===== src/rtl/pipe_share_sched.sv =====
`default_nettype none
// ============================================================================
// Module      : pipe_share_sched
// Description : Round-robin scheduler sharing one stallable fixed-latency
//               pipeline among NREQ requesters, with valid/ready result port.
// Revision    : 1.0 - initial release
// ============================================================================
module pipe_share_sched #(
    parameter int DW   = 8,
    parameter int NREQ = 4,
    parameter int LAT  = 4,
    parameter int IDW  = $clog2(NREQ)
) (
    input  logic                     clk,
    input  logic                     rst,
    input  logic [NREQ-1:0]          req_valid,
    input  logic [NREQ*DW-1:0]       req_data,
    output logic [NREQ-1:0]          req_ready,
    output logic                     pipe_en,
    output logic [DW-1:0]            pipe_in,
    input  logic [DW-1:0]            pipe_out,
    output logic                     out_valid,
    output logic [DW-1:0]            out_data,
    output logic [IDW-1:0]           out_id,
    input  logic                     out_ready,
    output logic [$clog2(LAT+1)-1:0] inflight
);

    localparam int             c_cw   = $clog2(LAT + 1);
    localparam logic [IDW:0]   c_nreq = (IDW + 1)'(NREQ);
    localparam logic [IDW-1:0] c_last = IDW'(NREQ - 1);
    localparam logic [NREQ-1:0] c_one = NREQ'(1);

    logic [LAT-1:0]  r_vld;
    logic [IDW-1:0]  r_id [LAT];
    logic [IDW-1:0]  r_ptr;
    logic [c_cw-1:0] r_inflight;

    logic [IDW-1:0]  w_gnt;
    logic [IDW:0]    w_idx;
    logic            w_found;
    logic            w_accept;
    logic            w_xfer;

    // Priority search starting at the RR pointer, wrapping modulo NREQ
    always_comb begin
        w_found = 1'b0;
        w_gnt   = '0;
        w_idx   = '0;
        for (int i = 0; i < NREQ; i++) begin
            w_idx = {1'b0, r_ptr} + (IDW + 1)'(i);
            if (w_idx >= c_nreq) begin
                w_idx = w_idx - c_nreq;
            end
            if (!w_found && req_valid[w_idx[IDW-1:0]]) begin
                w_found = 1'b1;
                w_gnt   = w_idx[IDW-1:0];
            end
        end
    end

    assign out_valid = r_vld[LAT-1];
    assign out_id    = r_id[LAT-1];
    assign out_data  = pipe_out;
    assign inflight  = r_inflight;

    // A held result freezes every stage, including the external chain
    assign pipe_en   = ~(out_valid & ~out_ready);
    assign w_accept  = w_found & pipe_en;
    assign w_xfer    = out_valid & out_ready;
    assign req_ready = w_accept ? (c_one << w_gnt) : '0;
    assign pipe_in   = w_found ? req_data[int'(w_gnt)*DW +: DW] : '0;

    always_ff @(posedge clk) begin
        if (rst) begin
            r_vld      <= '0;
            r_ptr      <= '0;
            r_inflight <= '0;
            for (int k = 0; k < LAT; k++) begin
                r_id[k] <= '0;
            end
        end else begin
            if (pipe_en) begin
                r_vld[0] <= w_accept;
                r_id[0]  <= w_gnt;
                for (int k = 1; k < LAT; k++) begin
                    r_vld[k] <= r_vld[k-1];
                    r_id[k]  <= r_id[k-1];
                end
            end
            if (w_accept) begin
                r_ptr <= (w_gnt == c_last) ? '0 : w_gnt + 1'b1;
            end
            case ({w_accept, w_xfer})
                2'b10:   r_inflight <= r_inflight + 1'b1;
                2'b01:   r_inflight <= r_inflight - 1'b1;
                default: r_inflight <= r_inflight;
            endcase
        end
    end

endmodule
`default_nettype wire


===== config.mk =====
export PLATFORM = sky130hd
export DESIGN_NAME = pipe_share_sched
export DESIGN_NICKNAME = d
export VERILOG_FILES = /design/src/rtl/pipe_share_sched.sv
export SDC_FILE = /design/constraint.sdc
export NUM_CORES = 1
export LEC_CHECK = 0
export BUFFER_PORTS_ARGS = -buffer_cell sky130_fd_sc_hd__buf_2
export CAP_MARGIN = 25
export CORE_ASPECT_RATIO = 1.2
export CORE_MARGIN = 1.5
export CORE_UTILIZATION = 45
export DETAILED_ROUTE_END_ITERATION = 6
export PLACE_DENSITY = 0.84
export SLEW_MARGIN = 20
export SYNTH_ARGS = -nofsm -noshare
export SYNTH_HDL_FRONTEND = slang
export SYNTH_SLANG_ARGS = --single-unit

===== constraint.sdc =====
create_clock -name clk -period 5.7 [get_ports clk]
set_input_delay 1.14 -clock clk [delete_from_list [all_inputs] [get_ports clk]]
set_output_delay 1.14 -clock clk [all_outputs]
set_load 0.05 [all_outputs]

## Word level (Yosys, flattened, before mapping)

Memory sizes are Yosys's and may differ from the RTL's.
Index checks and enable logic that the tools add are counted.

| storage, ports and cells | value |
|---|---|
| register bits after elaboration | 9 |
| word-level logic and storage cells | 76 |
| memories | 1 |
| input port bits | 47 |
| output and inout bits | 27 |
| RAM bits | 8 |

| cells by class | value |
|---|---|
| reduce and logical (&&, ||, !) cells | 7 |
| order comparisons | 8 |
| shift-type cells | 2 |
| bitwise operators | 9 |
| equality and inequality tests | 3 |
| muxes and demuxes | 33 |
| add/subtract/negate cells | 10 |

Memory list:

| name | depth | bits a word | rd ports | clocked after Yosys merged registers in | write ports | line | text |
|---|---|---|---|---|---|---|---|
| r_id | 4 | 2 | 4 | 0 | 4 | 35 | `logic [IDW-1:0] r_id [LAT];` |

Operators by type and width:

| kind | number |
|---|---|
| $shiftx A32 B6 Y8 | 1 |
| $mux W2 | 13 |
| $mux W1 | 13 |
| $lt A2 B3 Y1 const B | 4 |
| $ge A3 B3 Y1 const B | 3 |
| $bmux W1 S2 | 4 |
| $mux W8 | 1 |
| $sub A2 B1 Y2 const B | 4 |
| $add A2 B2 Y3 const B | 2 |
| $pmux W3 S2 | 1 |
| $eq A2 B2 Y1 const B | 2 |
| $mux W4 | 1 |
| $or A1 B1 Y1 | 4 |
| $shl A1 B2 Y4 const A | 1 |
| $add A2 B1 Y3 const B | 1 |
| $add A3 B1 Y3 const B | 1 |
| $and A1 B1 Y1 | 3 |
| $ge A2 B3 Y1 const B | 1 |
| $logic_and A1 B1 Y1 | 3 |
| $logic_not A1 Y1 | 3 |
| $sub A3 B1 Y3 const B | 1 |
| $add A2 B1 Y2 const B | 1 |
| $eq A2 B1 Y1 const B | 1 |
| $not A1 Y1 | 2 |
| $reduce_bool A2 Y1 | 1 |

## Logic depth before layout (Yosys ltp)

| logic depth | value |
|---|---|
| word-level depth | 17 |
| depth in mapped cells | 9 |
| depth with buffers taken out | 8 |

## Least setup slack after synthesis

OpenSTA, ideal clock, no wires.

| timing path | value |
|---|---|
| kind | in2out |
| start | input req_valid[0] |
| end | output pipe_in[0] |
| setup slack | 1.927 ns |
| data arrival time | 2.633 ns |
| stages | 7 |
| buffers on the path | 2 |
| required time | 4.560 ns |
| cell sequence | nor2b_4 -> nor2_2 -> a2bb2oi_2 -> buf_6 -> buf_12 -> mux2i_1 -> o22ai_1 |

| between the ends | value |
|---|---|
| longest elaborated chain between the ends | 14 |
| elaborated cells between the ends (all ways) | 24 |
| those cells by class | 1 x shift; 17 x mux; 6 x reduce/logical |

RTL lines:

| element | line | text |
|---|---|---|
| start: declaration | 16 | `input logic [NREQ-1:0] req_valid,` |
| $bmux W1 S2 | 55 | `if (!w_found && req_valid[w_idx[IDW-1:0]]) begin` |
| $mux W1 (not written as such) | 55 |  |
| $mux W1 | 55 |  |
| $logic_not A1 Y1 | 55 |  |
| $logic_and A1 B1 Y1 | 55 |  |
| $mux W1 | 55 |  |
| $logic_not A1 Y1 | 55 |  |
| $logic_and A1 B1 Y1 | 55 |  |
| $mux W1 | 55 |  |
| $logic_not A1 Y1 | 55 |  |
| $logic_and A1 B1 Y1 | 55 |  |
| $mux W2 (*) | 55 |  |
| net w_gnt[1] | 39 | `logic [IDW-1:0] w_gnt;` |
| $shiftx A32 B6 Y8 (*) | 72 | `assign pipe_in = w_found ? req_data[int'(w_gnt)*DW +: DW] : '0;` |
| $mux W8 (*) | 72 |  |
| end: declaration | 20 | `output logic [DW-1:0] pipe_in,` |

The timed path passes the listed nets; every way through them passes the cells marked *. The select of a mux whose other input is x is not followed.

## Worst setup path in the final report

| timing path | value |
|---|---|
| start | input req_valid[2] |
| end | output req_ready[2] |

| between the ends | value |
|---|---|
| longest elaborated chain between the ends | 14 |
| elaborated cells between the ends (all ways) | 25 |
| those cells by class | 1 x shift; 17 x mux; 1 x bitwise; 6 x reduce/logical |

RTL lines:

| element | line | text |
|---|---|---|
| $bmux W1 S2 | 55 |  |
| $mux W1 (not written as such) | 55 |  |
| $mux W1 | 55 |  |
| $logic_not A1 Y1 | 55 |  |
| $logic_and A1 B1 Y1 | 55 |  |
| $mux W1 | 55 |  |
| $logic_not A1 Y1 | 55 |  |
| $logic_and A1 B1 Y1 | 55 |  |
| $mux W1 | 55 |  |
| $logic_not A1 Y1 | 55 |  |
| $logic_and A1 B1 Y1 | 55 |  |
| $mux W2 (*) | 55 |  |
| net w_gnt[0] | 39 |  |
| $shl A1 B2 Y4 (*) | 71 | `assign req_ready = w_accept ? (c_one << w_gnt) : '0;` |
| $mux W4 (*) | 71 |  |
| end: declaration | 18 | `output logic [NREQ-1:0] req_ready,` |

Marks and branches as above.

==> impl_metrics.json <==
{
  "fin_cells": 200,
  "hold_ws_ns": 0.4986,
  "yosys-top-cells-area": "edfxtp_1, mux2i_1, dfxtp_1",
  "hold_viol": 0,
  "drc": 0,
  "synth-seq-area-share": 0.3594,
  "cts_setup_buffers": 0,
  "fin_util": 0.5655,
  "dp_slack_ns": 1.992,
  "ys_async_sr_fraction": 0,
  "yosysWarnings": 0,
  "final.min_clock_period_ns": 3.696,
  "diodes": 0,
  "yosysTopAreaCell": "edfxtp_1",
  "syn-cell-area_um2": 1170,
  "first_global_vias": 942,
  "powerDensity_nw_per_um2": 319.7,
  "io_pins": 74,
  "dr_total_vias": 995,
  "clockRootBuffer": "clkbuf_4",
  "first_iter_violations": 5,
  "synth_top_area_frac": 0.2053,
  "clockBufferDepth": 2,
  "clk_pin_slew_ns": 0.09,
  "postCtsHoldBufs": 0,
  "drt_first_pass_iters": 4,
  "final-max-slew-violation-count": 0,
  "min_from": "inflight[2]",
  "die_y_um": 58.86,
  "synth_seq_cells": 17,
  "detail_route.wl_per_cell_um": 11.63,
  "drive_gt1_frac": 0.4132,
  "hp-class": "flip-flop to flip-flop",
  "rrSetupSlack_ns": 3.39,
  "grt_max_degree": 20,
  "end_kind": "output pin",
  "nFillCells": 236,
  "hold_depth": 2,
  "synth_edf_count": 8,
  "clk-insertion-delay-late_ns": 0.28,
  "max-vdd-ir-drop_mv": 0.1705,
  "path_class": "primary input to output pin",
  "slew_headroom": 0.4812,
  "tightest_slew_ns": 0.7766,
  "coreArea_um2": 2502,
  "r2r_cells": 8,
  "yosys_most_used_dff": "dfxtp_1",
  "cts_tree": "yes",
  "status": "finished, final reports clean",
  "dpl.cell_count": 196,
  "regToRegStartpoint": "r_vld[3]",
  "wirelength_um": 2325,
  "tns_ns": 0,
  "crit_fanout": 11,
  "post-dp-hpwl_um": 1945,
  "cp.required_ns": 4.56,
  "synth_cell_types": 30,
  "track_usage": 0.1745,
  "syn_to_final_growth_pct": 20.96,
  "fin_ws_ns": 2.004,
  "startpoint": "req_valid[2]",
  "ant_nets": 0,
  "finalSetupViolCount": 0,
  "grt_overflow": 0,
  "ctsResizeCount": 0,
  "viasPerCell": 4.975,
  "cp.arrival_ns": 2.56,
  "die_area_um2": 2916,
  "rsz0062_at_grt": "no",
  "hold_end": "inflight[2]",
  "finalPower_mw": 0.4524,
  "final_area_um2": 1415,
  "most-common-layout-cells": "buf_2, mux2i_1, nor2_1, and2_1, dfxtp_1",
  "antenna_found_initial": 0,
  "syn_area_per_cell_um2": 9.831,
  "fmax_mhz": 270.6,
  "grt_pass1_wl_um": 3870,
  "initial_core_util": 0.4675,
  "synthCells": 119,
  "placed_cell_area_um2": 1389,
  "p_leak_nw": 0.7107,
  "nets": 221,
  "timing.rr.end": "inflight[2]",
  "layout_commonest_cell": "buf_2",
  "clock-sinks": 17,
  "cts.htree.levels": 1,
  "cts_buffers": 3,
  "drv_cap": 0,
  "place.gp.congestion": 0.7796,
  "die_w_um": 49.55,
  "port_buffers": 57,
  "cp-start-kind": "primary input",
  "finClkSkew_ns": 0.003505,
  "rows": 20,
  "syn_nets": 172,
  "fin_crit_sh": 0.6484
}
-- final cells by class --
| type | instances | area (µm²) | area share |
|---|---|---|---|
| multi-input cells | 83 | 615.6 | 0.4350 |
| flip-flops and latches | 17 | 420.4 | 0.2971 |
| inverters | 5 | 18.77 | 0.01326 |
| well taps | 33 | 41.29 | 0.02918 |
| clock buffers | 4 | 26.28 | 0.01857 |
| repair buffers | 58 | 292.8 | 0.2069 |
-- critical path, stage by stage --
cell     delay (ns)
buf_2          0.11
nor2b_2        0.15
nor3_1         0.20
a21oi_1        0.09
nor2_2         0.19
inv_2          0.14
ha_1           0.21
and2_1         0.13
buf_2          0.20
-- how the worst max path moves through the flow --
stage / depth (start not counted) / slack [ns] / end
2_1_floorplan: 7 / 1.93 / pipe_in[0]
3_3_place_gp: 9 / 2.05 / req_ready[1]
3_5_place_dp: 9 / 1.99 / req_ready[2]
4_1_cts: 9 / 1.99 / req_ready[2]
5_1_grt: 9 / 1.89 / req_ready[0]
6_report: 9 / 2.00 / req_ready[2]
-- Yosys cell counts, types with 2 or more instances --
| cell | n |
|---|---|
| dfxtp_1 | 9 |
| nor2_1 | 14 |
| nor2_2 | 2 |
| mux2i_1 | 20 |
| buf_4 | 10 |
| inv_2 | 2 |
| nor2b_1 | 2 |
| edfxtp_1 | 8 |
| ha_1 | 5 |
| a21oi_1 | 4 |
| o22ai_1 | 8 |
| nor3_1 | 4 |
| nand2_1 | 2 |
| and2_1 | 11 |
| inv_1 | 3 |
-- cells by family after synthesis --
group                      synth area share
DFF                                  0.3594
AOI/OAI and AO/OA                   0.09091
xor gates and xnor gates            0.01498
and+or+nand+nor                      0.1786
adders and majority gates           0.07059
buffers and inverters                0.1144
muxes                                0.1711
-- flip-flops by register name, indices dropped and copies added, names as in the netlist --
signal    flops
r_id          8
r_vld         4
inflight      3
r_ptr         2
-- report_power, final --
group	total [mW]	leakage (nW)	internal, mW	switching, mW
sequential	0.150	0.171	0.140	0.00927
combinational	0.243	0.525	0.0746	0.168
clock	0.0598	0.0150	0.0271	0.0327
-- routing by layer --
| layer | part of all wire | wire [µm] | global-route usage | up-vias |
|---|---|---|---|---|
| met2 | 0.54 | 1245 | 0.3467 | 56 |
| li1 | - | - | - | 500 |
| met3 | 0.071 | 166 | 0.02792 | 4 |
| met5 | 0 | 0 | 0 | - |
| met4 | 0.022 | 51 | 0.09524 | 0 |
| met1 | 0.37 | 861 | 0.1691 | 435 |
(Power assumes the default switching activity.)
